<file path="config.mk">
export PLATFORM = sky130hd
export DESIGN_NAME = rr_mux8_flat
export DESIGN_NICKNAME = d
export VERILOG_FILES = /design/src/rtl/rr_mux8_if.sv /design/src/rtl/rr_mux8.sv /design/src/flat_wrapper.sv
export SDC_FILE = /design/constraint.sdc
export NUM_CORES = 1
export LEC_CHECK = 0
export ABC_AREA = 1
export BUFFER_PORTS_ARGS = -buffer_cell sky130_fd_sc_hd__buf_2
export CORE_ASPECT_RATIO = 1.75
export CORE_MARGIN = 8
export CORE_UTILIZATION = 30
export DETAILED_ROUTE_END_ITERATION = 12
export GPL_ROUTABILITY_DRIVEN = 0
export HOLD_SLACK_MARGIN = 0.15
export PLACE_DENSITY = 0.61
export SETUP_SLACK_MARGIN = 0.4
export SYNTH_ARGS = -nofsm -noshare
export SYNTH_HDL_FRONTEND = slang
export SYNTH_SLANG_ARGS = --single-unit
</file>
<file path="constraint.sdc">
create_clock -name clk -period 3.32 [get_ports clk]
set_input_delay 0 -clock clk [delete_from_list [all_inputs] [get_ports clk]]
set_output_delay 0 -clock clk [all_outputs]
set_load 0.05 [all_outputs]
</file>
<file path="src/rtl/rr_mux8_if.sv">
// Handshake bundle between eight producer channels, the round-robin
// collector and its single downstream consumer.
interface rr_mux8_if #(
    parameter int WIDTH = 8
);
    logic [7:0]         in_valid;
    logic [8*WIDTH-1:0] in_data;
    logic [7:0]         in_ready;
    logic               out_valid;
    logic [WIDTH-1:0]   out_data;
    logic [2:0]         out_sel;
    logic               out_ready;

    // Environment side: producers plus the downstream consumer.
    modport master (
        output in_valid, in_data, out_ready,
        input  in_ready, out_valid, out_data, out_sel
    );

    // Collector side.
    modport slave (
        input  in_valid, in_data, out_ready,
        output in_ready, out_valid, out_data, out_sel
    );
endinterface

</file>
<file path="src/rtl/rr_mux8.sv">
// Eight-to-one round-robin collector: grants one valid channel per cycle,
// starting the search at ptr, into a single registered output stage.
module rr_mux8 #(
    parameter int WIDTH = 8
) (
    input  logic       clk,
    input  logic       rst,
    rr_mux8_if.slave   bus
);
    logic [WIDTH-1:0] ch_data [8];
    logic [2:0]       idx_w   [8];
    logic [7:0]       req_rot;

    logic             out_valid_q, out_valid_d;
    logic [WIDTH-1:0] out_data_q,  out_data_d;
    logic [2:0]       out_sel_q,   out_sel_d;
    logic [2:0]       ptr_q,       ptr_d;

    logic             load;
    logic             found;
    logic [2:0]       offset;
    logic [2:0]       grant_idx;
    logic             grant_en;

    // req_rot[k] is the request of the channel k places behind ptr,
    // so the lowest set bit is the winner.
    genvar gi;
    generate
        for (gi = 0; gi < 8; gi++) begin : g_chan
            assign ch_data[gi] = bus.in_data[gi*WIDTH +: WIDTH];
            assign idx_w[gi]   = ptr_q + 3'(gi);
            assign req_rot[gi] = bus.in_valid[idx_w[gi]];
        end
    endgenerate

    always_comb begin
        found  = 1'b0;
        offset = 3'd0;
        for (int k = 7; k >= 0; k--) begin
            if (req_rot[k]) begin
                found  = 1'b1;
                offset = 3'(k);
            end
        end
    end

    assign load      = !out_valid_q || bus.out_ready;
    assign grant_idx = ptr_q + offset;
    assign grant_en  = load && found && !rst;

    assign bus.in_ready = grant_en ? (8'b1 << grant_idx) : 8'b0;

    always_comb begin
        out_valid_d = out_valid_q;
        out_data_d  = out_data_q;
        out_sel_d   = out_sel_q;
        ptr_d       = ptr_q;
        if (load) begin
            if (found) begin
                out_valid_d = 1'b1;
                out_data_d  = ch_data[grant_idx];
                out_sel_d   = grant_idx;
                ptr_d       = grant_idx + 3'd1;
            end else begin
                out_valid_d = 1'b0;
            end
        end
    end

    always_ff @(posedge clk) begin
        if (rst) begin
            out_valid_q <= 1'b0;
            out_data_q  <= '0;
            out_sel_q   <= 3'd0;
            ptr_q       <= 3'd0;
        end else begin
            out_valid_q <= out_valid_d;
            out_data_q  <= out_data_d;
            out_sel_q   <= out_sel_d;
            ptr_q       <= ptr_d;
        end
    end

    assign bus.out_valid = out_valid_q;
    assign bus.out_data  = out_data_q;
    assign bus.out_sel   = out_sel_q;
endmodule

</file>
<file path="src/flat_wrapper.sv">
// flat-port wrapper written by rule: the top's interface ports become plain ports
module rr_mux8_flat 
#(
    parameter int WIDTH = 8
)
  (clk, rst, bus_in_valid, bus_in_data, bus_out_ready, bus_in_ready, bus_out_valid, bus_out_data, bus_out_sel);
  rr_mux8_if #(.WIDTH(WIDTH)) bus_i ();
  input  logic clk;
  input  logic rst;
  input wire logic [$bits(bus_i.in_valid)-1:0] bus_in_valid;
  input wire logic [$bits(bus_i.in_data)-1:0] bus_in_data;
  input wire logic [$bits(bus_i.out_ready)-1:0] bus_out_ready;
  output wire logic [$bits(bus_i.in_ready)-1:0] bus_in_ready;
  output wire logic [$bits(bus_i.out_valid)-1:0] bus_out_valid;
  output wire logic [$bits(bus_i.out_data)-1:0] bus_out_data;
  output wire logic [$bits(bus_i.out_sel)-1:0] bus_out_sel;
  assign bus_i.in_valid = bus_in_valid;
  assign bus_i.in_data = bus_in_data;
  assign bus_i.out_ready = bus_out_ready;
  assign bus_in_ready = bus_i.in_ready;
  assign bus_out_valid = bus_i.out_valid;
  assign bus_out_data = bus_i.out_data;
  assign bus_out_sel = bus_i.out_sel;
  rr_mux8 #(.WIDTH(WIDTH)) u_core (.clk(clk), .rst(rst), .bus(bus_i));
endmodule
</file>
### Word-level counts from Yosys, hierarchy flattened

Index checks and enable logic that the tools add are counted.

| word-level totals | value |
|---|---|
| flip-flop bits (word level) | 15 |
| latch bits | 0 |
| bits in writable memories | 0 |
| bits in read-only memories | 0 |
| bits of input ports | 75 |
| output and inout bits | 20 |
| logic and storage cells | 67 |
| memories kept | 0 |

| cells by class | value |
|---|---|
| $add $sub $neg | 9 |
| multiply operators | 0 |
| divide/modulo/power cells | 0 |
| magnitude comparators | 9 |
| equality and inequality tests | 0 |
| shifts and indexed selects | 1 |
| mux-type cells | 37 |
| bitwise logic cells | 1 |
| reduce and logical (&&, ||, !) cells | 6 |

Operators by type and width:

| cell | number |
|---|---|
| < comparator 3 x 4 -> 1 bit (second input constant) | 8 |
| binary-select mux 1 bit (select 3 bit) | 8 |
| binary-select mux 8 bit (select 3 bit) | 1 |
| 2-to-1 mux 3 bit | 8 |
| 2-to-1 mux 8 bit | 3 |
| 2-to-1 mux 1 bit | 17 |
| adder 3 bit (second input constant) | 4 |
| left shift 1 x 3 -> 8 bit (first input constant) | 1 |
| adder 3 x 1 -> 3 bit (second input constant) | 2 |
| adder 3 x 2 -> 3 bit (second input constant) | 2 |
| >= comparator 4 bit (second input constant) | 1 |
| NOT 3 -> 4 bit | 1 |
| adder 3 bit | 1 |
| logical AND 1 bit | 2 |
| logical NOT 1 bit | 2 |
| AND reduction 2 bit | 1 |
| logical OR 1 bit | 1 |

### Longest topological paths before layout

| logic depth | value |
|---|---|
| depth after elaboration | 16 |
| mapped depth | 24 |
| gate-level depth less buffers | 23 |

### Worst setup path after synthesis

Ideal clock, no wire load.

| path | value |
|---|---|
| path type | register to output |
| start point | register u_core.ptr_q[0] |
| end point | output port bus_in_ready[4] |
| arrival time | 4.210 ns |
| required time | 3.320 ns |
| path slack | -0.890 ns |
| cell stages (with the launch flop) | 20 |
| buffers on the path | 2 |
| cells stage by stage | dfxtp_1 buf_6 inv_6 ha_1 inv_1 nand3_1 nand3_1 nand2_1 a31oi_1 o21ai_0 nand2_1 a21boi_0 ha_1 inv_1 fa_1 inv_1 nor2_1 clkbuf_1 inv_1 nor3_1 |

| on the way | value |
|---|---|
| longest elaborated chain between the ends | 14 |
| elaborated cells on any way between the ends | 44 |
| classes of those cells | add/sub (8); shift (1); mux (33); reduce/logical (2) |

RTL lines:

| what | RTL line | RTL |
|---|---|---|
| start, declared | rr_mux8.sv:17 | `logic [2:0] ptr_q, ptr_d;` |
| start signal, assigned | rr_mux8.sv:80 | `ptr_q <= ptr_d;` |
| adder 3 bit | rr_mux8.sv:31 | `assign idx_w[gi] = ptr_q + 3'(gi);` |
| binary-select mux 1 bit (select 3 bit) | rr_mux8.sv:32 | `assign req_rot[gi] = bus.in_valid[idx_w[gi]];` |
| 2-to-1 mux 1 bit (not written as such) | rr_mux8.sv:32 |  |
| 2-to-1 mux 3 bit or 2-to-1 mux 1 bit (tied branches) (8 in a row) | rr_mux8.sv:40 | `if (req_rot[k]) begin` |
| adder 3 bit or logical AND 1 bit (tied branches) | rr_mux8.sv:48, rr_mux8.sv:49 |  |
| left shift 1 x 3 -> 8 bit or logical AND 1 bit (tied branches) | rr_mux8.sv:51, rr_mux8.sv:49 |  |
| 2-to-1 mux 8 bit * | rr_mux8.sv:51 | `assign bus.in_ready = grant_en ? (8'b1 << grant_idx) : 8'b0;` |
| end, declared | flat_wrapper.sv:13 | `output wire logic [$bits(bus_i.in_ready)-1:0] bus_in_ready;` |

Mark *: on every way between the ends. The rest lies on a longest branch, timed or not. The select of a mux whose other input is x is not followed.

### Worst setup path after layout

Ends and elaborated chain as after synthesis.

==> impl_metrics.ini <==
[floorplanning]
core_region_area_um2 = 5787
rows = 37
io_pins = 95
die_x_um = 73.89
die_h_um = 117.3
die-area_um2 = 8667
start_util = 0.3040

[critical_path]
critPathTopFamily = adder cells
timing.critical_path.from_type = register
cp-end-kind = primary output
timing.rr.start = u_core.ptr_q[0]
path_max_fanout = 5
crit_start = u_core.ptr_q[0]
slowest_delay_ns = 0.38
cp.arrival_ns = 3.20
critPathMostFrequentCell = buf_6
critical_path_class = register to primary output
cp_num_buf_inv = 6
crit_slowest_cell = dfxtp_4
critPathRequiredTime_ns = 3.32
path_cells = inv_8 > ha_4 > inv_6 > nand3_2 > nand3_2 > nand2_2 > a31oi_1 > o21ai_1 > nand2_1 > a21boi_1 > ha_2 > inv_2 > fa_2 > xor2_4 > buf_6 > nand2_4 > nand2_8 > buf_6 > nor3_4 > buf_6

[placed_design]
dp_hpwl_um = 5830
dpl.cell_count = 460
place_area_um2 = 2549
portBuffers = 94

[synth]
ys_warn_count = 0
avgSynthCellArea_um2 = 6.151
synth_seq_cells = 15
syn_area_um2 = 1759
synth-edff-count = 0
ys.flop_type = dfxtp_1
synthArstFlopShare = 0
synth_cells = 286
ys_seq_area_frac = 0.1707
synth_fp_nets = 366
ys_types = 36

[grt]
overflow = 0
grt_usage = 0.1738
grt_antenna_before_repair = 1
grt_pass1_vias = 2593
grt_max_degree = 22
grt_first_pass_wirelength_um = 12020

[timing]
clock_skew_ns = 0.002558
grt_setup_unrepaired = yes
hold_viol_final = 0
post-route-period-util = 0.9647
fmax_mhz = 312.2
slew_headroom = 0.6779
finalSetupViolations = 0
period_minus_slack_ns = 3.203
slew_violations = 0
tightestPinTransition_ns = 0.4827

[finish]
drive_gt1_frac = 0.5802
final_common_cell = buf_2
nets = 486
final_cell_mix = buf_2, nand2_1, nand3_1, nand2_2, nor2_1
fin_cells = 484
area_growth_pct = 77.81
finalInstanceArea_um2 = 3128
fill_cells = 568

[drt]
firstDrtPassIters = 5
drt_iter0_markers = 67
routed_wl_um = 7634
via_per_inst = 5.006
post_drt_wl_per_cell_um = 15.77
drc = 0
drtAntennaViolNets = 0
vias = 2423

[clock_tree]
cts_buffer_depth = 2
cts.reportedPaths.clkPinSlew_ns = 0.07
htreeDepth = 1
cts_made_buffers = 3
insertion_delay_ns = 0.25
clock_sinks = 15
cts-root-buf = clkbuf_8
cts_tree = done

[worst_hold_path]
worstHoldStart = bus_out_ready
hold_class = input port to register

[run_status]
status = finished, final reports clean

[job]
cap_viol_max_count = 0
## synth_stat cells, types with 2 or more instances
| library cell | number | area share |
|---|---|---|
| ha_1 | 4 | 0.028 |
| buf_2 | 2 | 0.0057 |
| nand3_1 | 39 | 0.11 |
| a22oi_1 | 8 | 0.034 |
| inv_1 | 15 | 0.032 |
| nor2_4 | 3 | 0.019 |
| nand2_2 | 15 | 0.053 |
| xnor2_1 | 2 | 0.010 |
| nand2_1 | 87 | 0.19 |
| nand3_2 | 3 | 0.017 |
| nor3_1 | 4 | 0.011 |
| o21ai_0 | 13 | 0.037 |
| clkbuf_1 | 3 | 0.0064 |
| nor2_1 | 28 | 0.060 |
| nor2_2 | 2 | 0.0071 |
| xor2_1 | 3 | 0.015 |
| a221oi_1 | 8 | 0.040 |
| a21oi_1 | 3 | 0.0085 |
| inv_2 | 2 | 0.0043 |
| nand2_4 | 2 | 0.013 |
| buf_6 | 4 | 0.026 |
| a21oi_2 | 8 | 0.040 |
| dfxtp_1 | 15 | 0.17 |
## routing by layer
metal | global-route usage | vias up | part of all wire
li1 | - | 1191 | -
met1 | 0.1619 | 1122 | 0.33
met2 | 0.3341 | 91 | 0.58
met3 | 0.03328 | 19 | 0.051
met4 | 0.08312 | 0 | 0.039
met5 | 0 | - | 0
## registers in the layout, summed over array words and instances, names as in the netlist
name / flops
u_core.bus.out_data: 8
u_core.bus.out_sel: 3
u_core.bus.out_valid: 1
u_core.ptr_q: 3
## cells by family (layout without fill, tap and decap cells)
family	count (synthesis)	after routing	share of synthesized area
AND/OR/NAND/NOR	186	186	0.4943
other	0	1	0
flip-flops	15	15	0.1707
adder cells (fa/ha/maj)	5	5	0.03983
buffers and inverters	31	150	0.09601
AO/OA/AOI/OAI	44	44	0.1743
XOR/XNOR	5	5	0.02490
## worst min-delay path: cells and delay by family
| kind | cells | cell delay (ns) |
|---|---|---|
| simple gates | 1 | 0.07 |
| buf+inv | 2 | 0.12 |
| compound gates | 1 | 0.17 |
## area by class of cell
type,count,area [um^2],share of cell area
flip-flops and latches,15,311.5,0.09960
clock inverters,1,5.005,0.001600
repair buffers,125,844.6,0.2700
repair inverters,2,25.02,0.008000
clock buffers,3,41.29,0.01320
well taps,78,97.59,0.03120
diodes,1,2.502,0.0008000
multi-input cells,240,1687,0.5392
inverters,19,113.9,0.03640
## path summary, 6_finish.rpt
| check | to | slack, ns | cells past startpoint |
|---|---|---|---|
| max | bus_in_ready[4] | 0.12 | 20 |
| min | u_core.bus.out_valid | 0.16 | 4 |
| max reg2reg | u_core.bus.out_data[5] | 0.12 | 23 |
| min reg2reg | u_core.bus.out_sel[0] | 0.47 | 2 |
## timing repair
item                       CTS  global route
hold buffers                 5             0
setup buffers                9             3
gates resized for setup     54            33
setup endpoints to repair   19            18
hold endpoints to repair     3             0
cloned                       2             0
pin swaps                   21            21
## through the flow
stage	util	setup slack, ns	setup TNS [ns]	hold slack (ns)
floorplan	-	0.09382	0	0.06907
global placement	0.4404	0.01461	0	0.1727
finish	0.5405	0.1171	0	0.1612
CTS	0.5118	0.07025	0	0.1555
global route	0.5405	-0.05414	-0.4508	0.1796
detailed placement	0.4404	-0.06671	-0.1655	0.1794
Power is left out: the tool's default activity adds up to more than one toggle a clock period on the data nets, which glitch-free logic cannot reach.
